### src/rtl/sdram_pkg.sv
`default_nettype none
// ============================================================================
// sdram_pkg
// Command encodings, bus widths and arbiter state type for the SDRAM port.
// Revision: 1.0
// ============================================================================
package sdram_pkg;

    localparam int unsigned SDRC_ADDR_W = 21;
    localparam int unsigned SDRC_DATA_W = 32;
    localparam int unsigned SDRC_LEN_W  = 8;

    typedef enum logic [2:0] {
        SDRC_NOP      = 3'b111,
        SDRC_REFRESH  = 3'b001,
        SDRC_ACTIVATE = 3'b011,
        SDRC_WRITE    = 3'b100,
        SDRC_READ     = 3'b101
    } sdrc_cmd_e;

    typedef enum logic [2:0] {
        ST_IDLE         = 3'd0,
        ST_OWN0         = 3'd1,
        ST_OWN1         = 3'd2,
        ST_REFRESH      = 3'd3,
        ST_REFRESH_WAIT = 3'd4
    } arb_state_e;

endpackage
`default_nettype wire

### src/rtl/sdram_arbiter_if.sv
`default_nettype none
// ============================================================================
// sdram_arbiter_if
// One burst master's view of the shared SDRAM controller command port.
// Revision: 1.0
// ============================================================================
interface sdram_arbiter_if;
    import sdram_pkg::*;

    logic                   req;
    logic                   grant;
    logic                   cmd_en;
    logic [2:0]             cmd;
    logic [SDRC_ADDR_W-1:0] addr;
    logic [SDRC_DATA_W-1:0] data;
    logic [SDRC_LEN_W-1:0]  data_len;
    logic                   cmd_ack;
    logic [SDRC_DATA_W-1:0] rdata;

    modport master (
        output req, cmd_en, cmd, addr, data, data_len,
        input  grant, cmd_ack, rdata
    );

    modport slave (
        input  req, cmd_en, cmd, addr, data, data_len,
        output grant, cmd_ack, rdata
    );
endinterface
`default_nettype wire

### src/rtl/sdram_refresh_timer.sv
`default_nettype none
// ============================================================================
// sdram_refresh_timer
// Free-running refresh interval counter with sticky pending/overrun flags.
// Revision: 1.0
// ============================================================================
module sdram_refresh_timer #(
    parameter int unsigned REFRESH_INTERVAL_CYCLES = 780
) (
    input  logic clk,
    input  logic rst_n,
    input  logic clear_i,
    output logic pending_o,
    output logic overrun_o
);
    localparam int unsigned CNT_W = (REFRESH_INTERVAL_CYCLES > 1) ?
                                    $clog2(REFRESH_INTERVAL_CYCLES) : 1;
    localparam logic [CNT_W-1:0] CNT_LAST = CNT_W'(REFRESH_INTERVAL_CYCLES - 1);

    logic [CNT_W-1:0] cnt_q, cnt_d;
    logic             pending_q, pending_d;
    logic             overrun_q, overrun_d;
    logic             wrap;

    assign wrap = (cnt_q == CNT_LAST);

    // A wrap coinciding with the clear is a fresh request, not an overrun.
    always_comb begin
        cnt_d     = wrap ? '0 : cnt_q + 1'b1;
        pending_d = wrap ? 1'b1 : (pending_q & ~clear_i);
        overrun_d = overrun_q | (wrap & pending_q & ~clear_i);
    end

    always_ff @(posedge clk or negedge rst_n) begin
        if (!rst_n) begin
            cnt_q     <= '0;
            pending_q <= 1'b0;
            overrun_q <= 1'b0;
        end else begin
            cnt_q     <= cnt_d;
            pending_q <= pending_d;
            overrun_q <= overrun_d;
        end
    end

    assign pending_o = pending_q;
    assign overrun_o = overrun_q;
endmodule
`default_nettype wire

### src/rtl/sdram_arbiter.sv
`default_nettype none
// ============================================================================
// sdram_arbiter
// Round-robin whole-transaction arbiter for two masters with refresh insertion.
// Revision: 1.0
// ============================================================================
module sdram_arbiter
    import sdram_pkg::*;
#(
    parameter int unsigned REFRESH_INTERVAL_CYCLES = 780,
    parameter int unsigned REFRESH_WAIT_CYCLES     = 8
) (
    input  logic                   clk,
    input  logic                   rst_n,
    sdram_arbiter_if.slave         m0,
    sdram_arbiter_if.slave         m1,
    output logic                   I_sdrc_cmd_en,
    output logic [2:0]             I_sdrc_cmd,
    output logic [SDRC_ADDR_W-1:0] I_sdrc_addr,
    output logic [SDRC_DATA_W-1:0] I_sdrc_data,
    output logic [SDRC_LEN_W-1:0]  I_sdrc_data_len,
    input  logic                   O_sdrc_cmd_ack,
    input  logic [SDRC_DATA_W-1:0] O_sdrc_data,
    input  logic                   O_sdrc_init_done,
    output logic                   refresh_overrun
);
    localparam int unsigned WAIT_W = (REFRESH_WAIT_CYCLES > 1) ?
                                     $clog2(REFRESH_WAIT_CYCLES) : 1;
    localparam logic [WAIT_W-1:0] WAIT_LOAD = (REFRESH_WAIT_CYCLES > 0) ?
                                              WAIT_W'(REFRESH_WAIT_CYCLES - 1) : '0;

    arb_state_e        state_q, state_d;
    logic              last_grant_q, last_grant_d;
    logic [WAIT_W-1:0] wait_q, wait_d;
    logic              refresh_pending;
    logic              refresh_issue;

    sdram_refresh_timer #(
        .REFRESH_INTERVAL_CYCLES(REFRESH_INTERVAL_CYCLES)
    ) u_refresh_timer (
        .clk       (clk),
        .rst_n     (rst_n),
        .clear_i   (refresh_issue),
        .pending_o (refresh_pending),
        .overrun_o (refresh_overrun)
    );

    assign refresh_issue = (state_q == ST_IDLE) & O_sdrc_init_done & refresh_pending;

    always_comb begin
        state_d      = state_q;
        last_grant_d = last_grant_q;
        wait_d       = wait_q;
        case (state_q)
            ST_IDLE: begin
                if (refresh_issue) begin
                    state_d = ST_REFRESH;
                end else if (O_sdrc_init_done) begin
                    // On a tie the master that did not own last goes next.
                    if (m0.req && (!m1.req || last_grant_q)) begin
                        state_d      = ST_OWN0;
                        last_grant_d = 1'b0;
                    end else if (m1.req) begin
                        state_d      = ST_OWN1;
                        last_grant_d = 1'b1;
                    end
                end
            end
            ST_OWN0: if (!m0.req) state_d = ST_IDLE;
            ST_OWN1: if (!m1.req) state_d = ST_IDLE;
            ST_REFRESH: begin
                wait_d  = WAIT_LOAD;
                state_d = ST_REFRESH_WAIT;
            end
            ST_REFRESH_WAIT: begin
                if (wait_q == '0) state_d = ST_IDLE;
                else              wait_d  = wait_q - 1'b1;
            end
            default: state_d = ST_IDLE;
        endcase
    end

    always_ff @(posedge clk or negedge rst_n) begin
        if (!rst_n) begin
            state_q      <= ST_IDLE;
            last_grant_q <= 1'b1;
            wait_q       <= '0;
        end else begin
            state_q      <= state_d;
            last_grant_q <= last_grant_d;
            wait_q       <= wait_d;
        end
    end

    always_comb begin
        I_sdrc_cmd_en   = 1'b0;
        I_sdrc_cmd      = SDRC_NOP;
        I_sdrc_addr     = '0;
        I_sdrc_data     = '0;
        I_sdrc_data_len = '0;
        case (state_q)
            ST_OWN0: begin
                I_sdrc_cmd_en   = m0.cmd_en;
                I_sdrc_cmd      = m0.cmd;
                I_sdrc_addr     = m0.addr;
                I_sdrc_data     = m0.data;
                I_sdrc_data_len = m0.data_len;
            end
            ST_OWN1: begin
                I_sdrc_cmd_en   = m1.cmd_en;
                I_sdrc_cmd      = m1.cmd;
                I_sdrc_addr     = m1.addr;
                I_sdrc_data     = m1.data;
                I_sdrc_data_len = m1.data_len;
            end
            ST_IDLE: begin
                if (refresh_issue) begin
                    I_sdrc_cmd_en = 1'b1;
                    I_sdrc_cmd    = SDRC_REFRESH;
                end
            end
            default: ;
        endcase
    end

    assign m0.grant   = (state_q == ST_OWN0);
    assign m1.grant   = (state_q == ST_OWN1);
    assign m0.cmd_ack = O_sdrc_cmd_ack & m0.grant;
    assign m1.cmd_ack = O_sdrc_cmd_ack & m1.grant;
    assign m0.rdata   = O_sdrc_data;
    assign m1.rdata   = O_sdrc_data;
endmodule
`default_nettype wire

### src/flat_wrapper.sv
// flat-port wrapper written by rule: the top's interface ports become plain ports
module sdram_arbiter_flat import sdram_pkg::*;
#(
    parameter int unsigned REFRESH_INTERVAL_CYCLES = 780,
    parameter int unsigned REFRESH_WAIT_CYCLES     = 8
)
  (clk, rst_n, I_sdrc_cmd_en, I_sdrc_cmd, I_sdrc_addr, I_sdrc_data, I_sdrc_data_len, O_sdrc_cmd_ack, O_sdrc_data, O_sdrc_init_done, refresh_overrun, m0_req, m0_cmd_en, m0_cmd, m0_addr, m0_data, m0_data_len, m0_grant, m0_cmd_ack, m0_rdata, m1_req, m1_cmd_en, m1_cmd, m1_addr, m1_data, m1_data_len, m1_grant, m1_cmd_ack, m1_rdata);
  sdram_arbiter_if m0_i ();
  sdram_arbiter_if m1_i ();
  input  logic clk;
  input  logic rst_n;
  output logic I_sdrc_cmd_en;
  output logic [2:0] I_sdrc_cmd;
  output logic [SDRC_ADDR_W-1:0] I_sdrc_addr;
  output logic [SDRC_DATA_W-1:0] I_sdrc_data;
  output logic [SDRC_LEN_W-1:0] I_sdrc_data_len;
  input  logic O_sdrc_cmd_ack;
  input  logic [SDRC_DATA_W-1:0] O_sdrc_data;
  input  logic O_sdrc_init_done;
  output logic refresh_overrun;
  input wire logic [$bits(m0_i.req)-1:0] m0_req;
  input wire logic [$bits(m0_i.cmd_en)-1:0] m0_cmd_en;
  input wire logic [$bits(m0_i.cmd)-1:0] m0_cmd;
  input wire logic [$bits(m0_i.addr)-1:0] m0_addr;
  input wire logic [$bits(m0_i.data)-1:0] m0_data;
  input wire logic [$bits(m0_i.data_len)-1:0] m0_data_len;
  output wire logic [$bits(m0_i.grant)-1:0] m0_grant;
  output wire logic [$bits(m0_i.cmd_ack)-1:0] m0_cmd_ack;
  output wire logic [$bits(m0_i.rdata)-1:0] m0_rdata;
  input wire logic [$bits(m1_i.req)-1:0] m1_req;
  input wire logic [$bits(m1_i.cmd_en)-1:0] m1_cmd_en;
  input wire logic [$bits(m1_i.cmd)-1:0] m1_cmd;
  input wire logic [$bits(m1_i.addr)-1:0] m1_addr;
  input wire logic [$bits(m1_i.data)-1:0] m1_data;
  input wire logic [$bits(m1_i.data_len)-1:0] m1_data_len;
  output wire logic [$bits(m1_i.grant)-1:0] m1_grant;
  output wire logic [$bits(m1_i.cmd_ack)-1:0] m1_cmd_ack;
  output wire logic [$bits(m1_i.rdata)-1:0] m1_rdata;
  assign m0_i.req = m0_req;
  assign m0_i.cmd_en = m0_cmd_en;
  assign m0_i.cmd = m0_cmd;
  assign m0_i.addr = m0_addr;
  assign m0_i.data = m0_data;
  assign m0_i.data_len = m0_data_len;
  assign m0_grant = m0_i.grant;
  assign m0_cmd_ack = m0_i.cmd_ack;
  assign m0_rdata = m0_i.rdata;
  assign m1_i.req = m1_req;
  assign m1_i.cmd_en = m1_cmd_en;
  assign m1_i.cmd = m1_cmd;
  assign m1_i.addr = m1_addr;
  assign m1_i.data = m1_data;
  assign m1_i.data_len = m1_data_len;
  assign m1_grant = m1_i.grant;
  assign m1_cmd_ack = m1_i.cmd_ack;
  assign m1_rdata = m1_i.rdata;
  sdram_arbiter #(.REFRESH_INTERVAL_CYCLES(REFRESH_INTERVAL_CYCLES), .REFRESH_WAIT_CYCLES(REFRESH_WAIT_CYCLES)) u_core (.clk(clk), .rst_n(rst_n), .m0(m0_i), .m1(m1_i), .I_sdrc_cmd_en(I_sdrc_cmd_en), .I_sdrc_cmd(I_sdrc_cmd), .I_sdrc_addr(I_sdrc_addr), .I_sdrc_data(I_sdrc_data), .I_sdrc_data_len(I_sdrc_data_len), .O_sdrc_cmd_ack(O_sdrc_cmd_ack), .O_sdrc_data(O_sdrc_data), .O_sdrc_init_done(O_sdrc_init_done), .refresh_overrun(refresh_overrun));
endmodule
### config.mk
export PLATFORM = sky130hd
export DESIGN_NAME = sdram_arbiter_flat
export DESIGN_NICKNAME = d
export VERILOG_FILES = /design/src/rtl/sdram_pkg.sv /design/src/rtl/sdram_arbiter_if.sv /design/src/rtl/sdram_refresh_timer.sv /design/src/rtl/sdram_arbiter.sv /design/src/flat_wrapper.sv
export SDC_FILE = /design/constraint.sdc
export NUM_CORES = 1
export LEC_CHECK = 0
export ABC_AREA = 1
export ABC_CLOCK_PERIOD_IN_PS = 1700
export BUFFER_PORTS_ARGS = -buffer_cell sky130_fd_sc_hd__buf_4
export CAP_MARGIN = 20
export CORE_AREA = 2 2 119 121
export DETAILED_ROUTE_END_ITERATION = 10
export DIE_AREA = 0 0 121 123
export GPL_TIMING_DRIVEN = 0
export PLACE_DENSITY = 0.48
export SYNTH_ARGS = -nofsm -noshare
export SYNTH_HDL_FRONTEND = slang
export SYNTH_SLANG_ARGS = --single-unit
### constraint.sdc
create_clock -name clk -period 1.7 [get_ports clk]
set_input_delay 0.255 -clock clk [delete_from_list [all_inputs] [get_ports clk]]
set_output_delay 0.255 -clock clk [all_outputs]
set_load 0.01 [all_outputs]
* Word-level counts from Yosys, hierarchy flattened *
Index checks and enable logic that the tools add are counted.
Widths: inputs -> output; s select.

word-level totals
  register bits = 19
  bits in latches = 0
  bits in writable memories = 0
  memory bits (read-only) = 0
  bits of input ports = 168
  output and inout port bits = 134
  word-level logic and storage cells = 59
  memories = 0

cells by class
  add/sub/neg operators = 2
  multipliers = 0
  divide/modulo/power cells = 0
  $lt $le $gt $ge = 0
  eq/ne operators = 11
  shifts and indexed selects = 0
  mux-type cells = 21
  bitwise operators = 9
  reduce and logical (&&, ||, !) cells = 10

operator list
  kind                   count
  $pmux 32 s2            1
  $pmux 21 s2            1
  $mux 3                 9
  $pmux 8 s2             1
  $pmux 3 s5             1
  $add 10x1->10 const B  1
  $eq 10x10->1 const B   1
  $mux 10                1
  $pmux 3 s3             1
  $and 1x1->1            7
  $eq 3x2->1 const B     2
  $logic_not 3->1        2
  $ne 2x2->1 const B     3
  $pmux 3 s2             1
  $reduce_and 5->1       1
  $mux 1                 4
  $ne 4x4->1 const B     1
  $reduce_and 4->1       1
  $reduce_bool 2->1      2
  $eq 3x1->1 const B     1
  $eq 3x3->1 const B     1
  $ne 3x3->1 const B     1
  $pmux 1 s3             1
  $sub 3x1->3 const B    1
  7 further kinds        7

* Logic depth before layout (Yosys ltp) *
Gate-level depths: netlist of the first run.

  depth in word-level cells = 7
  mapped depth = 8
  depth with buffers taken out = 8

* By module *
Synthesis of the first run repeated with hierarchy kept, for this count alone.

second synthesis, totals
  cell total of the unflattened synthesis = 280
  area total of the unflattened synthesis = 2306.0 µm²

by module, submodules not included
  module               times used  cells each  area an instance (µm²)  sequential area each (µm²)
  sdram_arbiter        1           211         1727.9                  176.4
  sdram_refresh_timer  1           69          578.1                   300.3

* Least setup slack after synthesis of the first run *
No wires, ideal clock.

  kind = reg-to-output
  from = reg u_core.state_q[0]
  to = out I_sdrc_addr[0]
  arrival = 1185 ps
  slack = 260 ps
  cell stages (with the launch flop) = 7
  buffers on the path = 2
  cell sequence = dfrtp_1 -> nor2_2 -> nand2_2 -> inv_2 -> buf_6 -> buf_6 -> a22o_1

on the way
  word-level cells in the longest chain between the ends = 2
  elaborated cells between the ends (all ways) = 3
  classes of those cells = 2 x eq/ne; 1 x mux

ends and longest elaborated chain
  element                                   line                  text
  start, declared                           sdram_arbiter.sv:32   arb_state_e state_q, state_d;
  start signal, assigned                    sdram_arbiter.sv:89   state_q <= state_d;
  $eq 3x2->1 or $eq 3x1->1 (tied branches)  sdram_arbiter.sv:101  case (state_q)
  $pmux 21 s2 *                             sdram_arbiter.sv:101
  end, declared                             flat_wrapper.sv:14    output logic [SDRC_ADDR_W-1:0] I_sdrc_addr;

Every way passes the cells marked *; elsewhere a longest branch is shown, timed or not.

* Worst setup path after layout of the first run *
  from = reg u_core.state_q[2]
  to = out I_sdrc_addr[0]

Same word-level chain as after synthesis.

==> reports/summary.txt, run 1 <==
status = finished with violations
violated checks = negative setup slack
post-route ant nets = 0
Cell variety after synth = 26
Die H = 123 um
Hold Path Class = input pin to register
dpl cells = 734
Clk pin slew, worst setup/hold paths = 50 ps
Post-layout nets = 759
Mapped Area = 2220 um^2
Total GRT Usage = 14.2%
CP required = 1440 ps
CTS tree = done
Mapped Avg Cell Area = 7.78 um^2
Max Cap Viol = 0
first-pass GRT wire length = 16.8 mm
Top Layer Used = met4
LEAKAGE = 2.75 nW
IO Pins = 302
Warnings, synthesis = 0
routed wl met2 = 6.50 mm
crit-path max FO = 8
clk_skew = 3.11 ps
Peak Freq = 0.538 GHz
Hold Vio Cnt, Final = 0
Tcrit/Tclk final = 109%
clk sink count = 19
FF-to-FF path depth = 4
Max-slew headroom = 57.8%
RSZ-0062 raised after global routing = true
CTS Root Buffer Type = clkbuf_16
total CTS buffers = 3
DRT iter0 DRCs = 69
DRC Markers = 0
final worst slack = -160 ps
Pwr per Cell Area = 1140 nW/um^2
Syn Inst Count = 285
Crit Path Class = register to output port
Max Slew Vio Count = 0
peak supply drop = 0.444 mV
CP arrival = 1610 ps
Ant. Diodes = 0
Die W = 121 um
via count = 3107
TritonRoute pass-1 iters = 4
global route overflow = 0
min Tclk post-route = 1860 ps
Overall Power = 5.76 mW
vias in the first global route = 3017
largest net degree at the start of global routing = 20
Final GP Congestion = 0.778
DP Wirelength = 10.1 mm
Via-to-Cell Ratio = 4.05
register bit total from synthesis = 19
Place WS = -92.6 ps
Post-Route WL = 12.2 mm
routed len/inst = 15.9 um
Crit. End Element = output port
FP Rows = 43
Min-Delay Path Depth = 3
initial antenna violation count = 0
Worst-Skew Late Latency = 250 ps
Clock Tree Buf Depth = 2
Worst-Margin Slew = 628 ps
M1 wire length = 4.72 mm
Layout Cells excl Fill = 767
Worst setup SP type = register
die footprint = 14900 um^2
net count after synthesis = 456
routed wl met3 = 880 um
PortBufs = 269
endpoints failing setup = 61
H-tree levels = 1
Seq/Total Area, Yosys = 21.5%
share of cells above drive strength 1 = 67.3%
starting density of the core = 16.3%
fill cell count = 1394
Syn-to-layout area delta = 128%
Core ar. = 13600 um^2
what timing repair did:
action / in CTS / in global routing
gates resized for setup: 33 / 19
pin swaps: 6 / 7
hold buffers: 1 / 0
buffers inserted: 17 / 3
cloned: 3 / 5
endpoints found under the hold margin: 18 / 0
endpoints found under the setup margin: 67 / 66
worst max-delay path: stages, from the launching register on:
cell     delay, ps
dfrtp_1        430
nor2_4         150
nand2_2         80
inv_4          100
buf_12         160
buf_8          120
a22o_1         170
buf_4          130
registers in the layout, indices dropped and copies added (netlist names):
signal,flops
u_core.last_grant_q,1
u_core.wait_q,3
u_core.u_refresh_timer.cnt_q,10
u_core.u_refresh_timer.pending_o,1
u_core.u_refresh_timer.overrun_o,1
u_core.state_q,3
cell usage after synthesis, drive strengths merged:
| cell | n | area [um^2] |
|---|---|---|
| a21oi | 3 | 15.0 |
| a22o | 61 | 534 |
| a22oi | 1 | 7.51 |
| buf | 77 | 603 |
| clkbuf | 1 | 3.75 |
| dfrtp | 18 | 450 |
| dfstp | 1 | 26.3 |
| ha | 3 | 37.5 |
| inv | 24 | 90.1 |
| nand2 | 40 | 153 |
| nand3 | 16 | 85.1 |
| nand4 | 5 | 31.3 |
| nor2 | 21 | 81.3 |
| nor3 | 2 | 10.0 |
| nor3b | 1 | 7.51 |
| o21ai | 3 | 15.0 |
| o21bai | 2 | 15.0 |
| or2 | 1 | 6.26 |
| xnor2 | 1 | 8.76 |
| xor2 | 4 | 35.0 |
per-stage QoR:
| stage | instance area (um^2) | hold slack [ps] | setup TNS (ps) | util [%] |
|---|---|---|---|---|
| after floorplan | 2220 | -40.6 | 0 | - |
| after global placement | 4460 | 147 | -495 | 32.8 |
| after detailed placement | 4460 | 146 | -1430 | 32.8 |
| after CTS | 4820 | 302 | -4860 | 35.4 |
| after global routing | 5050 | 343 | -10910 | 37.1 |
| final | 5050 | 303 | -6440 | 37.1 |
cells by family (layout without fill, tap and decap cells):
group           count (synthesis)  count (layout)  share of synthesized area [%]
compound gates                 70              70                           26.5
simple gates                   86              86                           16.9
fa+ha+maj                       3               3                           1.69
xor+xnor                        5               5                           1.98
buf+inv                       102             404                           31.5
flops                          19              19                           21.5
power breakdown:
| part | internal [mW] | total [mW] | switching, mW |
|---|---|---|---|
| combinational | 2.72 | 4.70 | 1.98 |
| clock | 0.315 | 0.481 | 0.166 |
| sequential | 0.533 | 0.582 | 0.0488 |
placed cells by master (no fill, tap or decap), types with 3 or more instances in the layout:
| cell | count |
|---|---|
| inv_4 | 3 |
| a22o_1 | 60 |
| nand2_1 | 38 |
| clkbuf_16 | 8 |
| nand3_1 | 14 |
| buf_8 | 8 |
| inv_1 | 19 |
| ha_1 | 3 |
| buf_6 | 17 |
| nor2_1 | 20 |
| xor2_1 | 4 |
| buf_4 | 341 |
| nand4_1 | 5 |
| o21ai_0 | 3 |
| dfrtp_1 | 16 |
area by class of cell:
type	count	area [um^2]	share of cell area (%)
flip-flops and latches	19	479	9.50
inverters	24	97.6	1.93
plain buffers	78	682	13.5
repair buffers	298	2400	47.6
clock inverters	1	5.00	0.0992
clock buffers	3	75.1	1.49
multi-input cells	164	1080	21.4
well taps	180	225	4.46
metal layers:
layer	vias up	track usage, %
li1	1532	-
met1	1452	17.3
met2	113	26.4
met3	10	2.91
met4	0	1.74
met5	-	0
worst paths after layout:
path                                                 start                               to  slack, ps
max                                      u_core.state_q[2]                   I_sdrc_addr[0]       -160
min                                                 m1_req                u_core.state_q[1]        300
max reg2reg                u_core.u_refresh_timer.cnt_q[0]  u_core.u_refresh_timer.cnt_q[3]        230
min reg2reg                u_core.u_refresh_timer.cnt_q[0]  u_core.u_refresh_timer.cnt_q[0]        460
max in group asynchronous                            rst_n              u_core.last_grant_q       1030
min in group asynchronous                            rst_n  u_core.u_refresh_timer.cnt_q[2]        410
Power figures use the tool's default switching activity.
==> inputs of run 2 (changes only) <==
- CELL_PAD_IN_SITES_DETAIL_PLACEMENT: not set -> 0
- CELL_PAD_IN_SITES_GLOBAL_PLACEMENT: not set -> 2
- CORE_AREA: 2 2 119 121 -> not set
- CORE_MARGIN: not set -> 1.5
- CORE_UTILIZATION: not set -> 13
- DIE_AREA: 0 0 121 123 -> not set
- GPL_TIMING_DRIVEN: 0 -> not set
- PLACE_DENSITY: 0.48 -> 0.79
==> run 2 against run 1 <==
Effect of this change:
- non-clock buffer count down 141
- the flow still finishes with violations (negative setup slack)
- sequential share of layout area is 1.7 points higher
- final area is 15% lower
- combinational power up 1%
- global-route usage decreased by 2.0 points
- critical endpoint is now I_sdrc_data_len[5]
- worst hold slack hardly changed
- cell count fell by 13%
- via count shrank 13%
- routed wire length is 0.34% higher
==> reports/summary.txt, run 2 (synthesis results as in run 1) <==
status = finished with violations
violated checks = negative setup slack
Top reg by flops = u_core.u_refresh_timer.cnt_q
share of cells above drive strength 1 = 57.0% (-10 points)
setup TNS = -4190 ps (+2240 ps)
CTS Root Buffer Type = clkbuf_16
initial antenna violation count = 0 (unchanged)
DRC Markers = 0 (unchanged)
DRT iter0 DRCs = 73 (+5.8%)
met1 Use GR = 13.9% (-3.5 points)
min Tclk post-route = 1790 ps (-69.7 ps)
max FFs per register = 10 (unchanged)
Post-DP Area = 3480 um^2 (-22%)
starting density of the core = 13.3% (-3.0 points)
CP arrival = 1540 ps (-70 ps)
Syn-to-layout area delta = 93.1%
die footprint = 17800 um^2 (+20%)
Die W = 134 um (+10%)
Max-slew headroom = 82.4% (+25 points)
peak supply drop = 0.649 mV (+46%)
most common cell after layout, fill and taps aside = buf_4
first-pass GRT wire length = 16.5 mm (-1.7%)
final worst slack = -90.7 ps (+69.7 ps)
final core occ = 25.7% (-11 points)
crit-path max FO = 9 (+1)
Worst setup SP type = register
Crit Path Class = register to output port
Sw Ratio = 38.8% (+0.67 points)
DP Wirelength = 8.99 mm (-11%)
Post-Route WL = 12.3 mm (+0.34%)
IO Pins = 302 (unchanged)
post-route design area = 4280 um^2 (-15%)
Comb power frac = 81.7% (about the same)
Crit. End Element = output port
met2 track demand over resource = 22.2% (-4.2 points)
PortBufs = 205 (-24%)
Worst-Margin Slew = 264 ps (-363 ps)
Clock Tree Buf Depth = 2 (unchanged)
Hold Path Class = input pin to register
CTS tree = done
Worst-Skew Late Latency = 250 ps (about the same)
most frequent CP cell = buf_6
post-route ant nets = 0 (unchanged)
CP required = 1440 ps (about the same)
Clk pin slew, worst setup/hold paths = 60 ps (about the same)
Peak Freq = 0.558 GHz (+3.9%)
clk_skew = 4.55 ps (+1.44 ps)
Buf/Inv on CP = 5 (+1)
largest net degree at the start of global routing = 33 (+65%)
H-tree levels = 1 (unchanged)
RSZ-0062 raised after global routing = true
vias in the first global route = 2731 (-9.5%)
Core ar. = 16600 um^2 (+22%)
crit-path leading delay family = buffers and inverters
Post-layout nets = 618 (-19%)
FP Rows = 47 (+9.3%)
LEAKAGE = 2.14 nW (-22%)
Total GRT Usage = 12.3% (-2.0 points)
Ant. Diodes = 0 (unchanged)
Clock Power Share = 8.4% (about the same)
clk sink count = 19 (unchanged)
Via-to-Cell Ratio = 4.05 (about the same)
global route overflow = 0 (unchanged)
Final GP Congestion = 0.853 (+9.6%)
crit-path cells = buf_6 -> nand3_4 -> inv_6 -> buf_12 -> buf_16 -> a22o_1 -> buf_6
Internal = 3.56 mW (-0.13%)
Sequential Power Share = 9.9% (-0.2 points)
met3 Use GR = 4.57% (+1.7 points)
total CTS buffers = 3 (unchanged)
Max Cap Viol = 0 (unchanged)
Pwr per Cell Area = 1360 nW/um^2 (+19%)
Tcrit/Tclk final = 105% (-4.1 points)
critical path's slowest cell = dfrtp_2
TritonRoute pass-1 iters = 4 (unchanged)
max incr delay on CP = 420 ps (about the same)
Die H = 134 um (+8.6%)
Hold Vio Cnt, Final = 0 (unchanged)
Top Registers = u_core.u_refresh_timer.cnt_q (10), u_core.state_q (3), u_core.wait_q (3)
Max Slew Vio Count = 0 (unchanged)
Most Used Layer, Global Route = met2
via count = 2696 (-13%)
P_sw = 2.26 mW (+2.7%)
routed len/inst = 18.4 um (+16%)
most frequent cells in the layout = 157 x buf_4, 64 x buf_6, 57 x a22o_1
endpoints failing setup = 66 (+8.2%)
fill cell count = 1806 (+30%)
==> run 2: cell count changes in the layout (fill, tap and decap cells not counted), sizes merged <==
cell / change
buf: -139
clkbuf: -3
bufbuf: +1
==> run 2: layout make-up <==
type | instances | area (um^2) | share of cell area, %
timing repair buffer | 235 | 2250 | 52.6
multi-input combinational | 164 | 1090 | 25.4
sequential | 19 | 479 | 11.2
tap | 220 | 275 | 6.43
inverter | 24 | 105 | 2.46
clock buffer | 3 | 75.1 | 1.75
clock inverter | 1 | 5.00 | 0.117
==> run 2: worst register-to-register path: stages (launching register included) <==
cell and delay [ps]:
dfrtp_2 420, buf_6 130, buf_4 140, nor2_1 90
nand3_1 150, inv_1 130, nand2_1 60, nand2_1 50
nand3_1 60
==> run 2: path summary, 6_finish.rpt <==
path / start / to / slack [ps] / cells after the start
max in group asynchronous: rst_n / u_core.last_grant_q / 1010 / 2
worst max-delay path: u_core.state_q[0] / I_sdrc_data_len[5] / -90 / 7
worst min-delay path: m1_req / u_core.state_q[1] / 300 / 3
worst min register to register: u_core.u_refresh_timer.cnt_q[0] / u_core.u_refresh_timer.cnt_q[0] / 460 / 1
worst max register to register: u_core.state_q[0] / u_core.wait_q[2] / 360 / 8
min in group asynchronous: rst_n / u_core.u_refresh_timer.pending_o / 420 / 2
==> run 2: layer usage <==
metal	vias up	wire, um
li1	1252	-
met1	1254	4600
met2	182	6360
met3	8	1160
met4	0	133
met5	-	0
==> run 2: through the flow <==
stage | setup slack (ps) | cells | hold slack, ps | total power, mW
2_1_floorplan | 260 | 285 | -40.6 | 2.49
3_3_place_gp | 86.2 | 636 | 148 | 3.77
3_5_place_dp | 40.4 | 636 | 155 | 3.79
4_1_cts | -89.5 | 657 | 300 | 5.53
5_1_grt | -142 | 666 | 308 | 6.13
6_report | -90.7 | 666 | 303 | 5.82
==> run 2: power groups by stage <==
stage | Clock [mW] | Combinational, mW | Sequential [mW]
6_report | 0.488 | 4.75 | 0.577
5_1_grt | 0.525 | 5.02 | 0.582
4_1_cts | 0.498 | 4.45 | 0.576
3_5_place_dp | 0 | 3.20 | 0.591
3_3_place_gp | 0 | 3.18 | 0.586
2_1_floorplan | 0 | 1.91 | 0.580
==> run 2: what timing repair did <==
| item | CTS | global route |
|---|---|---|
| hold buffers | 1 | 0 |
| gates cloned | 8 | 4 |
| resized for setup | 81 | 5 |
| setup buffers | 8 | 6 |
| setup endpoints to repair | 67 | 65 |
| hold endpoints to repair | 18 | 0 |
| pin swaps | 37 | 10 |
